**src/rtl/initialization_sequencer_pkg.sv**
```systemverilog
// Shared types and bit positions for the 8259A initialization sequencer.
package init_sequencer_pkg;

  typedef enum logic [2:0] {
    IDLE,
    WAIT_ICW2,
    WAIT_ICW3,
    WAIT_ICW4,
    READY
  } init_state_t;

  // Bit positions inside the command bytes
  localparam int unsigned ICW1_IC4  = 0;
  localparam int unsigned ICW1_SNGL = 1;
  localparam int unsigned ICW1_LTIM = 3;
  localparam int unsigned ICW1_SEL  = 4;
  localparam int unsigned OCW3_SEL  = 3;

endpackage

```
**src/rtl/initialization_sequencer_write_completion_detector.sv**
```systemverilog
// Detects the end of a CPU write and holds the last address/data seen while it was active.
// Optional feature: define INIT_SEQ_WR_SYNC_EN to pass the bus inputs through a two-flop synchronizer.
module write_completion_detector (
  input  logic       clock,
  input  logic       reset,
  input  logic       chip_select_n,
  input  logic       write_enable_n,
  input  logic       address,
  input  logic [7:0] data_bus_in,
  output logic       write_done,
  output logic       captured_address,
  output logic [7:0] captured_data
);

  logic       w_cs_n;
  logic       w_we_n;
  logic       w_addr;
  logic [7:0] w_data;
  logic       w_settled;
  logic       w_active;

`ifdef INIT_SEQ_WR_SYNC_EN
  logic [1:0] r_cs_n_sync;
  logic [1:0] r_we_n_sync;
  logic [1:0] r_addr_sync;
  logic [7:0] r_data_s1;
  logic [7:0] r_data_s2;
  logic [1:0] r_settle;

  // Two-flop synchronizer; r_settle marks when the synchronized view reflects post-reset inputs
  always_ff @(posedge clock) begin
    if (reset) begin
      r_cs_n_sync <= '1;
      r_we_n_sync <= '1;
      r_addr_sync <= '0;
      r_data_s1   <= '0;
      r_data_s2   <= '0;
      r_settle    <= '0;
    end else begin
      r_cs_n_sync <= {r_cs_n_sync[0], chip_select_n};
      r_we_n_sync <= {r_we_n_sync[0], write_enable_n};
      r_addr_sync <= {r_addr_sync[0], address};
      r_data_s1   <= data_bus_in;
      r_data_s2   <= r_data_s1;
      r_settle    <= {r_settle[0], 1'b1};
    end
  end

  assign w_cs_n    = r_cs_n_sync[1];
  assign w_we_n    = r_we_n_sync[1];
  assign w_addr    = r_addr_sync[1];
  assign w_data    = r_data_s2;
  assign w_settled = r_settle[1];
`else
  assign w_cs_n    = chip_select_n;
  assign w_we_n    = write_enable_n;
  assign w_addr    = address;
  assign w_data    = data_bus_in;
  assign w_settled = 1'b1;
`endif

  assign w_active = ~w_cs_n & ~w_we_n;

  logic       r_active_d;
  logic       r_ignore;
  logic       r_addr;
  logic [7:0] r_data;

  // Capture bus every active cycle; a write already in progress at reset release
  // is ignored (r_ignore) until the bus has been seen idle.
  always_ff @(posedge clock) begin
    if (reset) begin
      r_active_d <= 1'b0;
      r_ignore   <= 1'b1;
      r_addr     <= 1'b0;
      r_data     <= '0;
    end else begin
      r_active_d <= w_active & ~r_ignore;
      if (w_settled && !w_active) r_ignore <= 1'b0;
      if (w_active) begin
        r_addr <= w_addr;
        r_data <= w_data;
      end
    end
  end

  assign write_done       = r_active_d & ~w_active;
  assign captured_address = r_addr;
  assign captured_data    = r_data;

endmodule

```
**src/rtl/initialization_sequencer.sv**
```systemverilog
// 8259A host-write sequencer: decodes completed writes into ICW1-4 / OCW1-3 strobes
// and tracks the ICW initialization order.
// Optional feature: INIT_SEQ_WR_SYNC_EN (input synchronizer in write_completion_detector).
module initialization_sequencer (
  input  logic       clock,
  input  logic       reset,
  input  logic       chip_select_n,
  input  logic       write_enable_n,
  input  logic       address,
  input  logic [7:0] data_bus_in,
  output logic [7:0] internal_data_bus,
  output logic       write_initial_command_word_1,
  output logic       write_initial_command_word_2,
  output logic       write_initial_command_word_3,
  output logic       write_initial_command_word_4,
  output logic       write_operation_control_word_1,
  output logic       write_operation_control_word_2,
  output logic       write_operation_control_word_3,
  output logic       single_mode_config,
  output logic       icw4_required,
  output logic       level_triggered_config,
  output logic       initialization_done,
  output logic       sequence_error
);
  import init_sequencer_pkg::*;

  logic       w_write_done;
  logic       w_cap_addr;
  logic [7:0] w_cap_data;

  write_completion_detector u_detect (
    .clock            (clock),
    .reset            (reset),
    .chip_select_n    (chip_select_n),
    .write_enable_n   (write_enable_n),
    .address          (address),
    .data_bus_in      (data_bus_in),
    .write_done       (w_write_done),
    .captured_address (w_cap_addr),
    .captured_data    (w_cap_data)
  );

  init_state_t r_state, w_state_next;
  logic [7:0]  r_bus, w_bus;
  logic        r_icw1, r_icw2, r_icw3, r_icw4, r_ocw1, r_ocw2, r_ocw3;
  logic        w_icw1, w_icw2, w_icw3, w_icw4, w_ocw1, w_ocw2, w_ocw3;
  logic        r_sngl, r_ic4, r_ltim, r_err;
  logic        w_sngl, w_ic4, w_ltim, w_err;

  // State, strobes and latched configuration registers
  always_ff @(posedge clock) begin
    if (reset) begin
      r_state <= IDLE;
      r_bus   <= '0;
      r_icw1  <= 1'b0;
      r_icw2  <= 1'b0;
      r_icw3  <= 1'b0;
      r_icw4  <= 1'b0;
      r_ocw1  <= 1'b0;
      r_ocw2  <= 1'b0;
      r_ocw3  <= 1'b0;
      r_sngl  <= 1'b0;
      r_ic4   <= 1'b0;
      r_ltim  <= 1'b0;
      r_err   <= 1'b0;
    end else begin
      r_state <= w_state_next;
      r_bus   <= w_bus;
      r_icw1  <= w_icw1;
      r_icw2  <= w_icw2;
      r_icw3  <= w_icw3;
      r_icw4  <= w_icw4;
      r_ocw1  <= w_ocw1;
      r_ocw2  <= w_ocw2;
      r_ocw3  <= w_ocw3;
      r_sngl  <= w_sngl;
      r_ic4   <= w_ic4;
      r_ltim  <= w_ltim;
      r_err   <= w_err;
    end
  end

  // Decode a completed write against the current sequence position
  always_comb begin
    w_state_next = r_state;
    w_bus        = r_bus;
    w_icw1       = 1'b0;
    w_icw2       = 1'b0;
    w_icw3       = 1'b0;
    w_icw4       = 1'b0;
    w_ocw1       = 1'b0;
    w_ocw2       = 1'b0;
    w_ocw3       = 1'b0;
    w_sngl       = r_sngl;
    w_ic4        = r_ic4;
    w_ltim       = r_ltim;
    w_err        = r_err;
    if (w_write_done) begin
      w_bus = w_cap_data;
      if (!w_cap_addr && w_cap_data[ICW1_SEL]) begin
        w_icw1       = 1'b1;
        w_sngl       = w_cap_data[ICW1_SNGL];
        w_ic4        = w_cap_data[ICW1_IC4];
        w_ltim       = w_cap_data[ICW1_LTIM];
        w_err        = 1'b0;
        w_state_next = WAIT_ICW2;
      end else begin
        unique case (r_state)
          IDLE: w_err = 1'b1;
          WAIT_ICW2: begin
            if (w_cap_addr) begin
              w_icw2 = 1'b1;
              if (!r_sngl)    w_state_next = WAIT_ICW3;
              else if (r_ic4) w_state_next = WAIT_ICW4;
              else            w_state_next = READY;
            end else begin
              w_err = 1'b1;
            end
          end
          WAIT_ICW3: begin
            if (w_cap_addr) begin
              w_icw3       = 1'b1;
              w_state_next = r_ic4 ? WAIT_ICW4 : READY;
            end else begin
              w_err = 1'b1;
            end
          end
          WAIT_ICW4: begin
            if (w_cap_addr) begin
              w_icw4       = 1'b1;
              w_state_next = READY;
            end else begin
              w_err = 1'b1;
            end
          end
          READY: begin
            if (w_cap_addr)                 w_ocw1 = 1'b1;
            else if (w_cap_data[OCW3_SEL])  w_ocw3 = 1'b1;
            else                            w_ocw2 = 1'b1;
          end
          default: w_state_next = IDLE;
        endcase
      end
    end
  end

  assign internal_data_bus              = r_bus;
  assign write_initial_command_word_1   = r_icw1;
  assign write_initial_command_word_2   = r_icw2;
  assign write_initial_command_word_3   = r_icw3;
  assign write_initial_command_word_4   = r_icw4;
  assign write_operation_control_word_1 = r_ocw1;
  assign write_operation_control_word_2 = r_ocw2;
  assign write_operation_control_word_3 = r_ocw3;
  assign single_mode_config             = r_sngl;
  assign icw4_required                  = r_ic4;
  assign level_triggered_config         = r_ltim;
  assign initialization_done            = (r_state == READY);
  assign sequence_error                 = r_err;

endmodule

```
**config.mk**
```make
export PLATFORM = sky130hd
export DESIGN_NAME = initialization_sequencer
export DESIGN_NICKNAME = d
export VERILOG_FILES = /design/src/rtl/initialization_sequencer_pkg.sv /design/src/rtl/initialization_sequencer_write_completion_detector.sv /design/src/rtl/initialization_sequencer.sv
export SDC_FILE = /design/constraint.sdc
export NUM_CORES = 1
export LEC_CHECK = 0
export CAP_MARGIN = 30
export CORE_ASPECT_RATIO = 0.75
export CORE_MARGIN = 5
export CORE_UTILIZATION = 43
export DETAILED_ROUTE_END_ITERATION = 8
export PLACE_DENSITY = 0.85
export SYNTH_ARGS = -nofsm -noshare
export SYNTH_HDL_FRONTEND = slang
export SYNTH_HIERARCHICAL = 1
export SYNTH_SLANG_ARGS = --single-unit
```
**constraint.sdc**
```tcl
create_clock -name clock -period 1.34 [get_ports clock]
set_input_delay 0.201 -clock clock [delete_from_list [all_inputs] [get_ports clock]]
set_output_delay 0.201 -clock clock [all_outputs]
set_load 0.01 [all_outputs]
```
==> qor.log, run 1 <==
INFO  sta            report.final.slew_viol_count=0
INFO  sta            grt_setup_unrepaired=false
INFO  place          post_dp_cell_area=1720µm²
INFO  clocking       cts.sink_count=33
INFO  place          placement.setup.worst_slack=-0.415ns
INFO  sta            final_hold_viol_count=0
INFO  clocking       cts_tree=done
INFO  drt            routed_wirelength=3.04mm
INFO  final_layout   final_core_utilization=63.8%
INFO  sta            worst_slew_margin_rel=78.3%
INFO  sta            finalWorstPathRequiredPeriod=1.30ns
INFO  logic_synthesis synth_top_cell_area_share=50.5%
INFO  worst_setup_path cp_bufs_invs=1
INFO  worst_setup_path critical_path_peak_fanout=1
INFO  logic_synthesis synth-edff-count=0
INFO  logic_synthesis synth-seq-area-share=50.5%
INFO  grt            grt_overflow=0
INFO  logic_synthesis syn-cell-area=1310µm²
INFO  sta            fin_setup_tns=0ns
INFO  final_layout   commonest_non_fill_non_tap_cell_in_the_layout=dfxtp_1
INFO  sta            skew=0.00593ns
INFO  worst_setup_path cp_cell_sequence=clkdlybuf4s50_1
INFO  pwr            report.power.total=2.08mW
INFO  clocking       clock_input_transition_at_the_sequential_cells_of_the_worst_setup_and_hold_paths=0.07ns
INFO  drt            ant_nets=0
INFO  worst_setup_path kind_of_start_point_of_the_critical_path=flip-flop
INFO  pwr            power.leakage=0.885nW
INFO  logic_synthesis synth_cell_type_count=32
INFO  final_layout   post-route-cell-area=1870µm²
INFO  floorplan      design.die.area=4260µm²
INFO  floorplan      floorplan.die.width=73.7µm
INFO  logic_synthesis cell_types_with_the_largest_area_share_after_synthesis=dfxtp_1 51%, a21oi_1 6.1%, or3b_1 6.0%
INFO  logic_synthesis ys_dominant_reg_cell=dfxtp_1
INFO  grt            grt_first_pass_wirelength=5.07mm
INFO  worst_setup_path setup.worst_path.class=flip-flop to primary output
INFO  floorplan      core-area=2940µm²
INFO  final_layout   flow.area_growth_from_synthesis=43.2%
INFO  clocking       max-clock-path-buffers=2
INFO  logic_synthesis async_set_or_reset_flop_fraction_in_the_synthesized_netlist=0%
INFO  logic_synthesis yosys.area.top_type=dfxtp_1
INFO  sta            finalSetupViolations=0
INFO  drt            vias=1165
INFO  sta            setup_ws=0.0362ns
INFO  sta            worst_slew_pin_slew=0.324ns
INFO  sta            timing.final.crit_share=97.3%
INFO  pwr            powerDensity=1110nW/µm²
INFO  worst_setup_path cp-end-kind=primary output
INFO  drt            drt_drc_violations_left=0
INFO  grt            grt_overall_usage=15.4%
INFO  logic_synthesis synth.net_count=154
INFO  worst_setup_path worstPathArrival=1.10ns
INFO  final_layout   n_antenna_cell=0
INFO  drt            routedWlPerCell=13.6µm
INFO  final_layout   n_fill_cell=246
INFO  logic_synthesis yosys_warnings=6
INFO  hold_path      worstHoldPathType=input port to flip-flop
INFO  flow_run       timing.max_cap.violations=0
INFO  logic_synthesis synthesis.area_per_instance=9.27µm²
INFO  place          placement.io_buffers=32
INFO  final_layout   drive_above_1_share=16.8%
INFO  status         run_status=finished clean
INFO  clocking       clock-root-buffer=clkbuf_8
INFO  logic_synthesis gate_count_after_technology_mapping=141
INFO  grt            pin_count_of_the_biggest_net_entering_global_routing=20
INFO  pwr            vdd.ir_drop.worst=654µV
INFO  floorplan      chipHeight=57.8µm
INFO  grt            initial_antenna_violation_count=0
INFO  worst_setup_path worst_path_largest_cell_delay=0.52ns
INFO  drt            initial_drt_markers=98
INFO  floorplan      top_level_port_count=33
INFO  final_layout   final_net_count=197
INFO  clocking       cts_htree_levels=2
INFO  worst_setup_path slowest_stage=clkdlybuf4s50_1
INFO  floorplan      initial_cell_density_of_the_core=44.5%
INFO  grt            grt_pass1_vias=1142
INFO  logic_synthesis ys_seq_elements=33
INFO  worst_setup_path path_delay_family=buffers and inverters
INFO  final_layout   top_library_cells_by_usage_in_the_layout_fill_and_taps_aside=32 x dfxtp_1, 16 x a21oi_1, 15 x dlygate4sd2_1, 13 x nor2_1, 13 x buf_4
INFO  floorplan      fp-row-count=17
INFO  drt            vias_per_cell=5.22
INFO  clocking       insertion_delay=0.28ns
INFO  sta            timing.fmax=0.767GHz
INFO  worst_setup_path required=1.14ns
INFO  place          place.detailed.hpwl=2.28mm
INFO  place          globalplace.congestion=0.865
INFO  drt            first_pass_iters=4
INFO  clocking       cts_inserted_buffers=5
[where the power goes]
part	switching, mW	total (mW)	internal [mW]
registers	0.0143	1.01	0.998
logic	0.0535	0.122	0.0681
clock network	0.341	0.947	0.606
[what timing repair did]
item	4_1_cts	5_1_grt
setup endpoints to repair	25	6
setup buffers	2	0
hold buffers	0	0
resized for setup	20	6
[area by class of cell]
class / instances / area (µm²) / share of cell area (%)
Multi-Input combinational cell: 96 / 597 / 31.9
Clock buffer: 7 / 86.3 / 4.61
Tap cell: 38 / 47.5 / 2.54
Clock inverter: 1 / 30.0 / 1.60
Inverter: 1 / 3.75 / 0.201
Sequential cell: 33 / 662 / 35.4
Timing Repair Buffer: 47 / 445 / 23.8
[cell usage after synthesis (2+ instances only)]
cell and count:
dfxtp_1 33, a21oi_1 16, nor2_1 14, o21ai_0 10, nand2_1 9, or3b_1 9
o21ai_1 7, mux2i_1 6, buf_2 5, clkbuf_1 3, nor2b_1 3, nor3_1 3
nand2b_1 2, nand3b_1 2, nor3b_2 2
[layer usage]
metal | vias to the layer above | track usage (%) | share of wire (%)
li1 | 582 | - | -
met1 | 536 | 18.2 | 42
met2 | 44 | 25.6 | 48
met3 | 3 | 6.07 | 8.6
met4 | 0 | 4.39 | 0.95
met5 | - | 0 | 0
[cells by family after synthesis]
logic type             count (synthesis)  share of synthesized area [%]
AO/OA/AOI/OAI                         39                           16.2
XOR/XNOR                               1                          0.670
buffers and inverters                 12                           4.31
flip-flops                            33                           50.5
multiplexers                           6                           4.59
AND/OR/NAND/NOR                       50                           23.7
[worst paths after layout]
path	start	endpoint	slack, ns	depth (start not counted)
hold reg to reg	u_detect/r_ignore	u_detect/r_active_d	0.47	1
setup reg to reg	u_detect/r_active_d	r_state[1]	0.12	5
hold / removal	write_enable_n	u_detect/r_ignore	0.42	3
setup / recovery	write_initial_command_word_1	write_initial_command_word_1	0.04	1
[per-stage QoR]
stage	hold WS [ns]	cells
floorplan	0.273	141
global placement	0.409	213
detailed placement	0.445	213
CTS	0.412	223
global route	0.430	223
finish	0.423	223
[tightest hold or removal path, stage by stage]
cell and delay, ns:
dlygate4sd2_1 0.23, nor2_2 0.06, a21o_1 0.17
(Power assumes the default switching activity.)
==> inputs of run 2 (changes only) <==
CTS_CLUSTER_SIZE = 30   (was not set)
==> results of run 2 <==
No change in the layout: final DEF, timing and power equal those of run 1.
==> inputs of run 3 (changes only) <==
CORE_MARGIN = not set   (was 5)
PLACE_DENSITY = not set   (was 0.85)
PLACE_DENSITY_LB_ADDON = 0.25   (was not set)
SLEW_MARGIN = 20   (was not set)
==> run 3 against run 2 <==
  * Combinational power rose by 4%
  * Clock skew fell by 0.0011 ns
  * Total power rose by 0.34%
  * Clock power barely moved
  * Design area rose by 0.13%
  * Clock-buffer cell count did not move
  * Critical path depth did not move
  * Final cell count fell by 0.90%
==> qor.log, run 3 (synthesized netlist as in run 1, its figures left out) <==
INFO  status         run_status=finished clean [unchanged]
INFO  worst_setup_path worstPathArrival=1.10ns [about the same]
INFO  worst_setup_path setup.worst_path.class=flip-flop to primary output [unchanged]
INFO  floorplan      chipHeight=49.8µm [was 57.8 µm]
INFO  place          dpl.cell_count=213 [unchanged]
INFO  worst_setup_path slowest_stage=clkdlybuf4s50_1 [unchanged]
INFO  clocking       max-clock-path-buffers=2 [unchanged]
INFO  final_layout   fin_cells=221 [was 223]
INFO  floorplan      initial_cell_density_of_the_core=47.7% [was 44.5%]
INFO  final_layout   flow.area_growth_from_synthesis=43.3% [was 43.2%]
INFO  grt            grt_overall_usage=21.7% [was 15.4%]
INFO  clocking       cts_htree_levels=2 [unchanged]
INFO  clocking       cts_inserted_buffers=5 [unchanged]
INFO  grt            initial_antenna_violation_count=0 [unchanged]
INFO  final_layout   post-route-cell-area=1870µm² [about the same]
INFO  floorplan      fp-row-count=16 [was 17]
INFO  floorplan      floorplan.die.width=65.7µm [was 73.7 µm]
INFO  worst_setup_path required=1.14ns [about the same]
INFO  place          placement.io_buffers=32 [unchanged]
INFO  pwr            powerDensity=1110nW/µm² [about the same]
INFO  worst_setup_path worst_path_largest_cell_delay=0.52ns [about the same]
INFO  final_layout   final_net_count=197 [unchanged]
INFO  clocking       clock-root-buffer=clkbuf_8 [unchanged]
INFO  grt            grt_first_pass_wirelength=5.24mm [was 5.07 mm]
INFO  hold_path      worstHoldPathType=input port to flip-flop [unchanged]
INFO  clocking       clock_input_transition_at_the_sequential_cells_of_the_worst_setup_and_hold_paths=0.07ns [about the same]
INFO  drt            ant_nets=0 [unchanged]
INFO  place          globalplace.congestion=0.850 [was 0.865]
INFO  final_layout   seqCellArea=662µm² [unchanged]
INFO  final_layout   drive_above_1_share=17.8% [was 16.8%]
INFO  final_layout   top_library_cells_by_usage_in_the_layout_fill_and_taps_aside=32 x dfxtp_1, 16 x a21oi_1, 15 x buf_4, 13 x nor2_1 [was 32 x dfxtp_1, 16 x a21oi_1, 15 x dlygate4sd2_1, 13 x nor2_1, 13 x buf_4]
INFO  sta            report.final.slew_viol_count=0 [unchanged]
INFO  place          place.detailed.hpwl=2.19mm [was 2.28 mm]
INFO  grt            grt_pass1_vias=1129 [was 1142]
INFO  flow_run       timing.max_cap.violations=0 [unchanged]
INFO  sta            final_hold_viol_count=0 [unchanged]
INFO  pwr            vdd.ir_drop.worst=695µV [was 654 µV]
INFO  worst_setup_path cp_cell_sequence=clkdlybuf4s50_1 [unchanged]
INFO  clocking       postCtsHoldBufs=0 [unchanged]
INFO  drt            vias=1115 [was 1165]
INFO  drt            drt_drc_violations_left=0 [unchanged]
INFO  sta            finalWorstPathRequiredPeriod=1.30ns [about the same]
INFO  pwr            power.leakage=0.883nW [was 0.885 nW]
INFO  final_layout   n_antenna_cell=0 [unchanged]
INFO  worst_setup_path cp-end-kind=primary output [unchanged]
INFO  final_layout   final_core_utilization=68.3% [was 63.8%]
INFO  drt            routedWlPerCell=13.8µm [was 13.6 µm]
INFO  grt            pin_count_of_the_biggest_net_entering_global_routing=20 [unchanged]
INFO  floorplan      core-area=2740µm² [was 2940 µm²]
INFO  sta            worst_slew_margin_rel=80.6% [was 78.3%]
INFO  drt            vias_per_cell=5.05 [was 5.22]
INFO  final_layout   multiInputGateArea=617µm² [was 597 µm²]
INFO  sta            skew=0.00479ns [was 0.00593 ns]
INFO  clocking       insertion_delay=0.28ns [about the same]
INFO  final_layout   n_fill_cell=231 [was 246]
INFO  floorplan      design.die.area=3270µm² [was 4260 µm²]
INFO  sta            timing.fmax=0.768GHz [was 0.767 GHz]
INFO  sta            finalSetupViolations=0 [unchanged]
INFO  clocking       cts_tree=done [unchanged]
INFO  sta            setup_ws=0.0388ns [was 0.0362 ns]
INFO  drt            highest-signal-layer=met4 [unchanged]
INFO  clocking       cts.sink_count=33 [unchanged]
INFO  pwr            report.power.total=2.09mW [was 2.08 mW]
INFO  place          post_dp_cell_area=1730µm² [was 1720 µm²]
INFO  drt            met3_wirelength=135µm [was 261 µm]
INFO  final_layout   commonest_non_fill_non_tap_cell_in_the_layout=dfxtp_1 [unchanged]
INFO  worst_setup_path kind_of_start_point_of_the_critical_path=flip-flop [unchanged]
INFO  drt            routed-wl-met2=1.35mm [was 1.47 mm]
INFO  worst_setup_path critical_path_peak_fanout=1 [unchanged]
INFO  worst_setup_path path_delay_family=buffers and inverters [unchanged]
INFO  grt            grt_overflow=0 [unchanged]
INFO  drt            first_pass_iters=4 [unchanged]
INFO  drt            initial_drt_markers=45 [was 98]
INFO  drt            detail_route.wirelength.met1=1.51mm [was 1.28 mm]
INFO  place          placement.setup.worst_slack=-0.372ns [was -0.415 ns]
INFO  drt            routed_wirelength=3.04mm [about the same]
INFO  floorplan      top_level_port_count=33 [unchanged]
INFO  sta            timing.final.crit_share=97.1% [was 97.3%]
INFO  sta            worst_slew_pin_slew=0.291ns [was 0.324 ns]
INFO  worst_setup_path cp_bufs_invs=1 [unchanged]
[run 3: path summary, 6_finish.rpt]
kind                                              startpoint                            to  slack (ns)  cells after the start
worst max-delay path            write_initial_command_word_1  write_initial_command_word_1        0.04                      1
worst min-delay path                           chip_select_n             u_detect/r_ignore        0.32                      3
worst max register to register                    r_state[1]                    r_state[0]        0.08                      5
worst min register to register             u_detect/r_ignore           u_detect/r_active_d        0.45                      1
[run 3: layer usage]
layer,up-vias,GRT usage [%]
li1,579,-
met1,500,28.7
met2,28,32.5
met3,8,5.79
met4,0,10.5
met5,-,0
[run 3: area by class of cell]
class                   count  share of cell area, %
multi-input cells          96                   32.9
repair buffers             47                   23.0
clock inverters             1                   1.60
inverters                   1                  0.200
flip-flops and latches     33                   35.3
clock buffers               7                   4.61
well taps                  36                   2.40
[run 3: metrics by stage]
stage / hold slack (ns) / TNS (ns)
5_1_grt: 0.345 / -0.00624
2_1_floorplan: 0.273 / 0
6_report: 0.325 / 0
4_1_cts: 0.457 / 0
3_5_place_dp: 0.448 / -5.87
3_3_place_gp: 0.407 / -4.43
[run 3: repair_timing]
| item | CTS | global route |
|---|---|---|
| setup endpoints to repair | 19 | 15 |
| pin swaps | 0 | 2 |
| gates resized for setup | 16 | 14 |
| buffers inserted | 0 | 0 |
| cloned | 0 | 0 |
[run 3: power by group]
| part | switching, mW | leakage, nW | internal (mW) |
|---|---|---|---|
| clock | 0.344 | 0.0585 | 0.606 |
| combinational | 0.0574 | 0.556 | 0.0695 |
| sequential | 0.0125 | 0.268 | 0.998 |
| total | 0.414 | 0.883 | 1.67 |
